==> src/rtl/uart_rx_engine.sv <==
// uart_rx_engine: oversampled UART receiver (7/8 data bits, optional parity); data_ld pulses one clk after the mid-stop sample.
// No backpressure: each character is presented once. Define RX_SYNC_EN to add a 2-flop rx synchronizer (+2 clk latency).
module uart_rx_engine #(
  parameter int OVERSAMPLE = 16
) (
  input  logic       clk,
  input  logic       reset,
  input  logic       baud_tick,
  input  logic       rx,
  input  logic       eight,
  input  logic       pen,
  input  logic       even,
  output logic [7:0] rx_data,
  output logic       data_ld,
  output logic       busy,
  output logic       perr,
  output logic       ferr
);

  localparam int TW = (OVERSAMPLE > 2) ? $clog2(OVERSAMPLE) : 1;
  localparam logic [TW-1:0] HALF_LAST = TW'(OVERSAMPLE / 2 - 1);
  localparam logic [TW-1:0] FULL_LAST = TW'(OVERSAMPLE - 1);

  typedef enum logic [2:0] {
    IDLE,
    START,
    DATA,
    PARITY,
    STOP
  } state_t;

  logic rx_s;

`ifdef RX_SYNC_EN
  logic [1:0] sync_q;

  always_ff @(posedge clk) begin
    if (!reset) begin
      sync_q <= 2'b11;
    end else begin
      sync_q <= {sync_q[0], rx};
    end
  end

  assign rx_s = sync_q[1];
`else
  assign rx_s = rx;
`endif

  state_t          state_q, state_d;
  logic [TW-1:0]   tick_q, tick_d;
  logic [2:0]      bit_q, bit_d;
  logic [7:0]      shift_q, shift_d;
  logic            par_q, par_d;
  logic            eight_q, eight_d;
  logic            pen_q, pen_d;
  logic            even_q, even_d;
  logic            perr_pend_q, perr_pend_d;
  logic [7:0]      rx_data_d;
  logic            data_ld_d;
  logic            perr_d;
  logic            ferr_d;
  logic [2:0]      last_bit;

  assign last_bit = eight_q ? 3'd7 : 3'd6;
  assign busy     = (state_q != IDLE);

  always_ff @(posedge clk) begin
    if (!reset) begin
      state_q     <= IDLE;
      tick_q      <= '0;
      bit_q       <= '0;
      shift_q     <= '0;
      par_q       <= 1'b0;
      eight_q     <= 1'b0;
      pen_q       <= 1'b0;
      even_q      <= 1'b0;
      perr_pend_q <= 1'b0;
      rx_data     <= 8'h00;
      data_ld     <= 1'b0;
      perr        <= 1'b0;
      ferr        <= 1'b0;
    end else begin
      state_q     <= state_d;
      tick_q      <= tick_d;
      bit_q       <= bit_d;
      shift_q     <= shift_d;
      par_q       <= par_d;
      eight_q     <= eight_d;
      pen_q       <= pen_d;
      even_q      <= even_d;
      perr_pend_q <= perr_pend_d;
      rx_data     <= rx_data_d;
      data_ld     <= data_ld_d;
      perr        <= perr_d;
      ferr        <= ferr_d;
    end
  end

  always_comb begin
    state_d     = state_q;
    tick_d      = tick_q;
    bit_d       = bit_q;
    shift_d     = shift_q;
    par_d       = par_q;
    eight_d     = eight_q;
    pen_d       = pen_q;
    even_d      = even_q;
    perr_pend_d = perr_pend_q;
    rx_data_d   = rx_data;
    data_ld_d   = 1'b0;
    perr_d      = perr;
    ferr_d      = ferr;

    case (state_q)
      IDLE: begin
        if (baud_tick && !rx_s) begin
          state_d = START;
          tick_d  = '0;
        end
      end

      START: begin
        if (baud_tick) begin
          if (tick_q == HALF_LAST) begin
            tick_d = '0;
            if (rx_s) begin
              state_d = IDLE;
            end else begin
              // Frame format is frozen here so mid-frame control changes cannot corrupt it.
              state_d     = DATA;
              bit_d       = '0;
              shift_d     = '0;
              par_d       = 1'b0;
              perr_pend_d = 1'b0;
              eight_d     = eight;
              pen_d       = pen;
              even_d      = even;
            end
          end else begin
            tick_d = tick_q + 1'b1;
          end
        end
      end

      DATA: begin
        if (baud_tick) begin
          if (tick_q == FULL_LAST) begin
            tick_d  = '0;
            shift_d = {rx_s, shift_q[7:1]};
            par_d   = par_q ^ rx_s;
            bit_d   = bit_q + 3'd1;
            if (bit_q == last_bit) begin
              state_d = pen_q ? PARITY : STOP;
            end
          end else begin
            tick_d = tick_q + 1'b1;
          end
        end
      end

      PARITY: begin
        if (baud_tick) begin
          if (tick_q == FULL_LAST) begin
            tick_d      = '0;
            perr_pend_d = even_q ? (par_q ^ rx_s) : ~(par_q ^ rx_s);
            state_d     = STOP;
          end else begin
            tick_d = tick_q + 1'b1;
          end
        end
      end

      STOP: begin
        if (baud_tick) begin
          if (tick_q == FULL_LAST) begin
            // A 7-bit character sits in shift_q[7:1] after seven right shifts.
            tick_d    = '0;
            state_d   = IDLE;
            data_ld_d = 1'b1;
            rx_data_d = eight_q ? shift_q : {1'b0, shift_q[7:1]};
            perr_d    = pen_q & perr_pend_q;
            ferr_d    = ~rx_s;
          end else begin
            tick_d = tick_q + 1'b1;
          end
        end
      end

      default: begin
        state_d = IDLE;
        tick_d  = '0;
      end
    endcase
  end

endmodule

==> config.mk <==
export PLATFORM = sky130hd
export DESIGN_NAME = uart_rx_engine
export DESIGN_NICKNAME = d
export VERILOG_FILES = /design/src/rtl/uart_rx_engine.sv
export SDC_FILE = /design/constraint.sdc
export NUM_CORES = 1
export LEC_CHECK = 0
export CAP_MARGIN = 20
export CORE_UTILIZATION = 55
export CTS_BUF_LIST = sky130_fd_sc_hd__clkbuf_8
export CTS_CLUSTER_SIZE = 8
export DETAILED_ROUTE_END_ITERATION = 10
export HOLD_SLACK_MARGIN = 0.03
export PLACE_DENSITY = 0.86
export SLEW_MARGIN = 20
export SYNTH_ARGS = -nofsm -noshare
export SYNTH_HDL_FRONTEND = slang
export SYNTH_SLANG_ARGS = --single-unit
==> constraint.sdc <==
create_clock -name clk -period 2.1 [get_ports clk]
set_input_delay 0.315 -clock clk [delete_from_list [all_inputs] [get_ports clk]]
set_output_delay 0.315 -clock clk [all_outputs]
set_load 0.05 [all_outputs]
* Word-level counts from Yosys, hierarchy flattened *
Index checks and enable logic that the tools add are counted.

storage, ports and cells
  flip-flop bits (word level) = 34
  output and inout bits = 12
  logic and storage cells = 96
  input bits = 7

cells by class
  add/sub/neg operators = 2
  bitwise gates (word level) = 4
  reductions and logical operators = 14
  mux-type cells = 44
  eq/ne operators = 19

operator list
  cell                                                                    number
  3-bit 2-to-1 mux                                                        16
  8-bit 2-to-1 mux                                                        6
  2-bit != test (second input constant)                                   11
  4-bit 2-to-1 mux                                                        5
  8-bit one-hot mux with 2 select lines                                   1
  3-bit one-hot mux with 5 select lines                                   1
  4-bit one-hot mux with 3 select lines                                   1
  6-bit AND reduction                                                     2
  1-bit 2-to-1 mux                                                        10
  10-bit AND reduction                                                    1
  3-bit AND reduction                                                     3
  3-bit by 2-bit equality test with 1-bit output (second input constant)  2
  3-bit one-hot mux with 2 select lines                                   1
  4-bit by 1-bit adder with 4-bit output (second input constant)          1
  4-bit by 3-bit equality test with 1-bit output (second input constant)  1
  4-bit equality test (second input constant)                             1
  1-bit one-hot mux with 2 select lines                                   2
  4-bit AND reduction                                                     1
  2-bit nonzero test                                                      2
  3-bit by 1-bit adder with 3-bit output (second input constant)          1
  3-bit by 1-bit equality test with 1-bit output (second input constant)  1
  3-bit equality test                                                     1
  3-bit equality test (second input constant)                             1
  3-bit logical NOT                                                       1
  9 further kinds                                                         10

* Longest topological paths before layout *
Gate-level depths: netlist of run 1.

  depth in word-level cells = 6
  gate-level depth with buffers = 7
  gate-level depth less buffers = 6

* Worst setup path after synthesis of run 1 *
Ideal clock, no wire load.

  path kind = input-to-reg
  from = in rx
  to = reg bit_q[2]
  slack = 500 ps
  buffers on the path = 2
  setup time = 117 ps
  required time = 1983 ps
  stages = 7
  arrival time = 1483 ps
  path through = buf_6 or4b_1 a211oi_2 buf_4 o21ai_1 nand3_1 o21ai_1

on the way
  word-level cells in the longest chain between the ends = 2

ends and longest elaborated chain
  what                           line  source
  start, declared                9     input logic rx,
  2-bit != test (no line)        n/a
  6-bit AND reduction (no line)  n/a
  end signal, assigned           86    bit_q <= bit_d;
  end, declared                  52    logic [2:0] bit_q, bit_d;

Every way passes these cells.
A chain may end at the register's enable or synchronous reset.

* Worst setup path in the final report of run 1 *
  from = reg state_q[0]
  to = out busy

on the way
  word-level cells in the longest chain between the ends = 1

ends and longest elaborated chain
  what                    line  source
  start, declared         50    state_t state_q, state_d;
  start signal, assigned  84    state_q <= state_d;
  3-bit nonzero test      66    assign busy = (state_q != IDLE);
  end, declared           15    output logic busy,

Every way passes these cells.

==> results.sh, run 1 <==
export IMPL_postPlaceCellArea_um2=1888
export IMPL_ff2ff_setup_slack_ns=0.23
export IMPL_first_global_vias=1295
export IMPL_crit_fanout=12
export IMPL_grt_max_degree=22
export IMPL_crit_buf_inv=1
export IMPL_routed_via_density=5.684
export IMPL_end_kind="output pin"
export IMPL_ys_warn_count=0
export IMPL_grt_overflow=0
export IMPL_ys_seq_elements=34
export IMPL_cts_max_level=2
export IMPL_outcome="finished clean"
export IMPL_avgSynthCellArea_um2=7.860
export IMPL_clkTransAtPathRegs_ns=0.07
export IMPL_grt_use_total=0.2430
export IMPL_clockRootBuffer="clkbuf_8"
export IMPL_grt_pass1_wl_mm=5.940
export IMPL_fin_nets=241
export IMPL_cp_start_kind="flop"
export IMPL_diodes=0
export IMPL_place_hpwl_mm=2.397
export IMPL_rsz0062_at_grt="no"
export IMPL_synth_cells=209
export IMPL_die_x_um=56.66
export IMPL_drv_cap=0
export IMPL_area_growth_pct=21.71
export IMPL_pre_cts_ws_ns=0.05538
export IMPL_p_per_area_nw_per_um2=681.8
export IMPL_wl_mm=3.460
export IMPL_io_buffers=18
export IMPL_first_iter_violations=31
export IMPL_crit_arrival_ns=1.57
export IMPL_first_pass_iters=4
export IMPL_start_util=0.5906
export IMPL_worst_slack_ns=0.2129
export IMPL_cp_required_ns=1.78
export IMPL_fmax_mhz=529.9
export IMPL_core_area_um2=2781
export IMPL_final_common_cell="dfxtp_1"
export IMPL_cts_sinks=34
export IMPL_crit_path_top_delay_cell="or3_1"
export IMPL_period_share=0.8986
export IMPL_synth_nets=218
export IMPL_die_area_um2=3210
export IMPL_cts_made_buffers=5
export IMPL_fin_crit_ns=1.887
export IMPL_clk_latency_ns=0.29
export IMPL_detail_route_antenna_nets=0
export IMPL_slew_violations=0
export IMPL_power_w=0.001363
export IMPL_cts_buffer_depth=2
export IMPL_syn_cell_area_um2=1643
export IMPL_drcViolationCount=0
export IMPL_final_cells=263
export IMPL_p_leak_nw=0.7391
export IMPL_worst_slew_pin_slew_ns=0.5037
export IMPL_grt_antenna_before_repair=0
export IMPL_gp_congestion=0.8072
export IMPL_hold_viol_final=0
export IMPL_final_area_um2=1999
export IMPL_layout_common_cells="dfxtp_1, nor2_1, nand2_1, a21oi_1, nand3_1"
export IMPL_hold_buffers=0
export IMPL_path_class="reg -> out"
export IMPL_crit_family="simple AND/OR/NAND/NOR gates"
export IMPL_finalClockSkew_ns=0.006000
export IMPL_wl_per_cell_um=13.16
export IMPL_placementRows=19
export IMPL_crit_chain="or3_1 > dlygate4sd2_1"
export IMPL_max_stage_delay_ns=0.43
export IMPL_synthDistinctLibCells=35
export IMPL_fp_dieH_um=56.66
export IMPL_io_pins=19
export IMPL_synth_seq_area_share=0.4143
export IMPL_setup_viol=0
export IMPL_vdd_drop_max_mv=0.7147
export IMPL_layout_drive_gt1_share=0.1034
export IMPL_dp_cells=256
export IMPL_hp_class="reg -> reg"
export IMPL_cts_tree="yes"
export IMPL_route_vias_total=1495
export IMPL_max_slew_margin=0.6632
export IMPL_fin_tns_setup_ns=0
==> stage by stage <==
step | hold WS, ns | utilization
floorplan | 0.4316 | -
global placement | 0.4460 | 0.6788
detailed placement | 0.4489 | 0.6788
CTS | 0.4585 | 0.7188
global route | 0.4754 | 0.7188
finish | 0.4569 | 0.7188
==> flip-flops by register name (all words and copies together), names as in the netlist <==
signal and cells:
eight_q 1, perr_pend_q 1, par_q 1, bit_q 3, data_ld 1, rx_data 8, tick_q 4, pen_q 1
even_q 1, shift_q 8, state_q 3, ferr 1, perr 1
==> cell families after synthesis <==
logic type                 after synthesis  share of synthesized area
muxes                                   14                    0.08530
buffers and inverters                   18                    0.05256
adders and majority gates                2                    0.01523
xor gates and xnor gates                 3                    0.01600
and+or+nand+nor                        101                     0.2932
AOI/OAI and AO/OA                       37                     0.1234
DFF                                     34                     0.4143
==> power by group <==
group          switching (W)   total, W  internal (W)
Combinational      0.0000539  0.0000943     0.0000403
Sequential        0.00000784   0.000656      0.000648
Clock               0.000234   0.000613      0.000379
Total               0.000296    0.00136       0.00107
==> worst paths after layout <==
check,startpoint,endpoint,cells after the start
max,state_q[0],busy,2
min,shift_q[0],shift_q[0],2
max reg2reg,state_q[0],shift_q[5],5
min reg2reg,shift_q[0],shift_q[0],2
==> synthesized netlist by cell type <==
cell,n,area [µm²]
nor4_1,1,6.260
ha_1,2,25.02
buf_2,6,30.03
o21ai_0,6,30.03
dfxtp_1,34,680.7
or3_1,4,25.02
or4b_1,1,10.01
a22oi_1,1,7.510
clkbuf_1,8,30.03
or2_1,1,6.260
xor2_1,1,8.760
a21o_1,1,7.510
a211oi_2,1,12.51
nor3_2,1,10.01
o21ai_1,2,10.01
buf_6,1,11.26
nor3_1,1,5.000
and3_1,1,6.260
buf_4,1,7.510
nand2_1,26,97.59
and4_1,1,8.760
nand2b_1,3,18.77
a311oi_1,1,8.760
or2_2,1,6.260
mux2i_1,14,140.1
or4_1,2,15.01
nand3b_1,2,15.01
xnor2_1,2,17.52
nand3_1,21,105.1
inv_1,2,7.510
a31oi_1,1,6.260
nor3b_1,2,15.01
a21oi_1,24,120.1
nor2_1,30,112.6
nor2b_1,3,18.77
==> worst min-delay path, cell delays in order (launching register included) <==
cell     delay, ns
dfxtp_1       0.31
nand2_1       0.05
a21oi_1       0.05
==> timing repair <==
action | CTS | global route
setup endpoints to repair | 1 | 0
resized for setup | 1 | 0
setup buffers | 0 | 0
==> metal layers <==
| layer | global-route usage | part of all wire | up-vias |
|---|---|---|---|
| met3 | 0.08295 | 0.053 | 9 |
| met5 | 0 | 0 | - |
| li1 | - | - | 760 |
| met4 | 0.1045 | 0.021 | 0 |
| met2 | 0.3429 | 0.42 | 41 |
| met1 | 0.3353 | 0.51 | 685 |
==> final cells by class <==
cell class	count	area (µm²)
fillers	206	782.0
repair buffers	32	284.0
clock inverters	1	30.03
multi-input cells	157	875.8
inverters	2	7.507
flip-flops and latches	34	680.7
well taps	31	38.79
clock buffers	6	82.58
No activity file was read; power rests on OpenSTA's default activity.
==> inputs of run 2 (changes only) <==
Settings changed: TNS_END_PERCENT from default to 100.
==> results of run 2 <==
The final DEF is identical to that of run 1; final timing and power are the same.
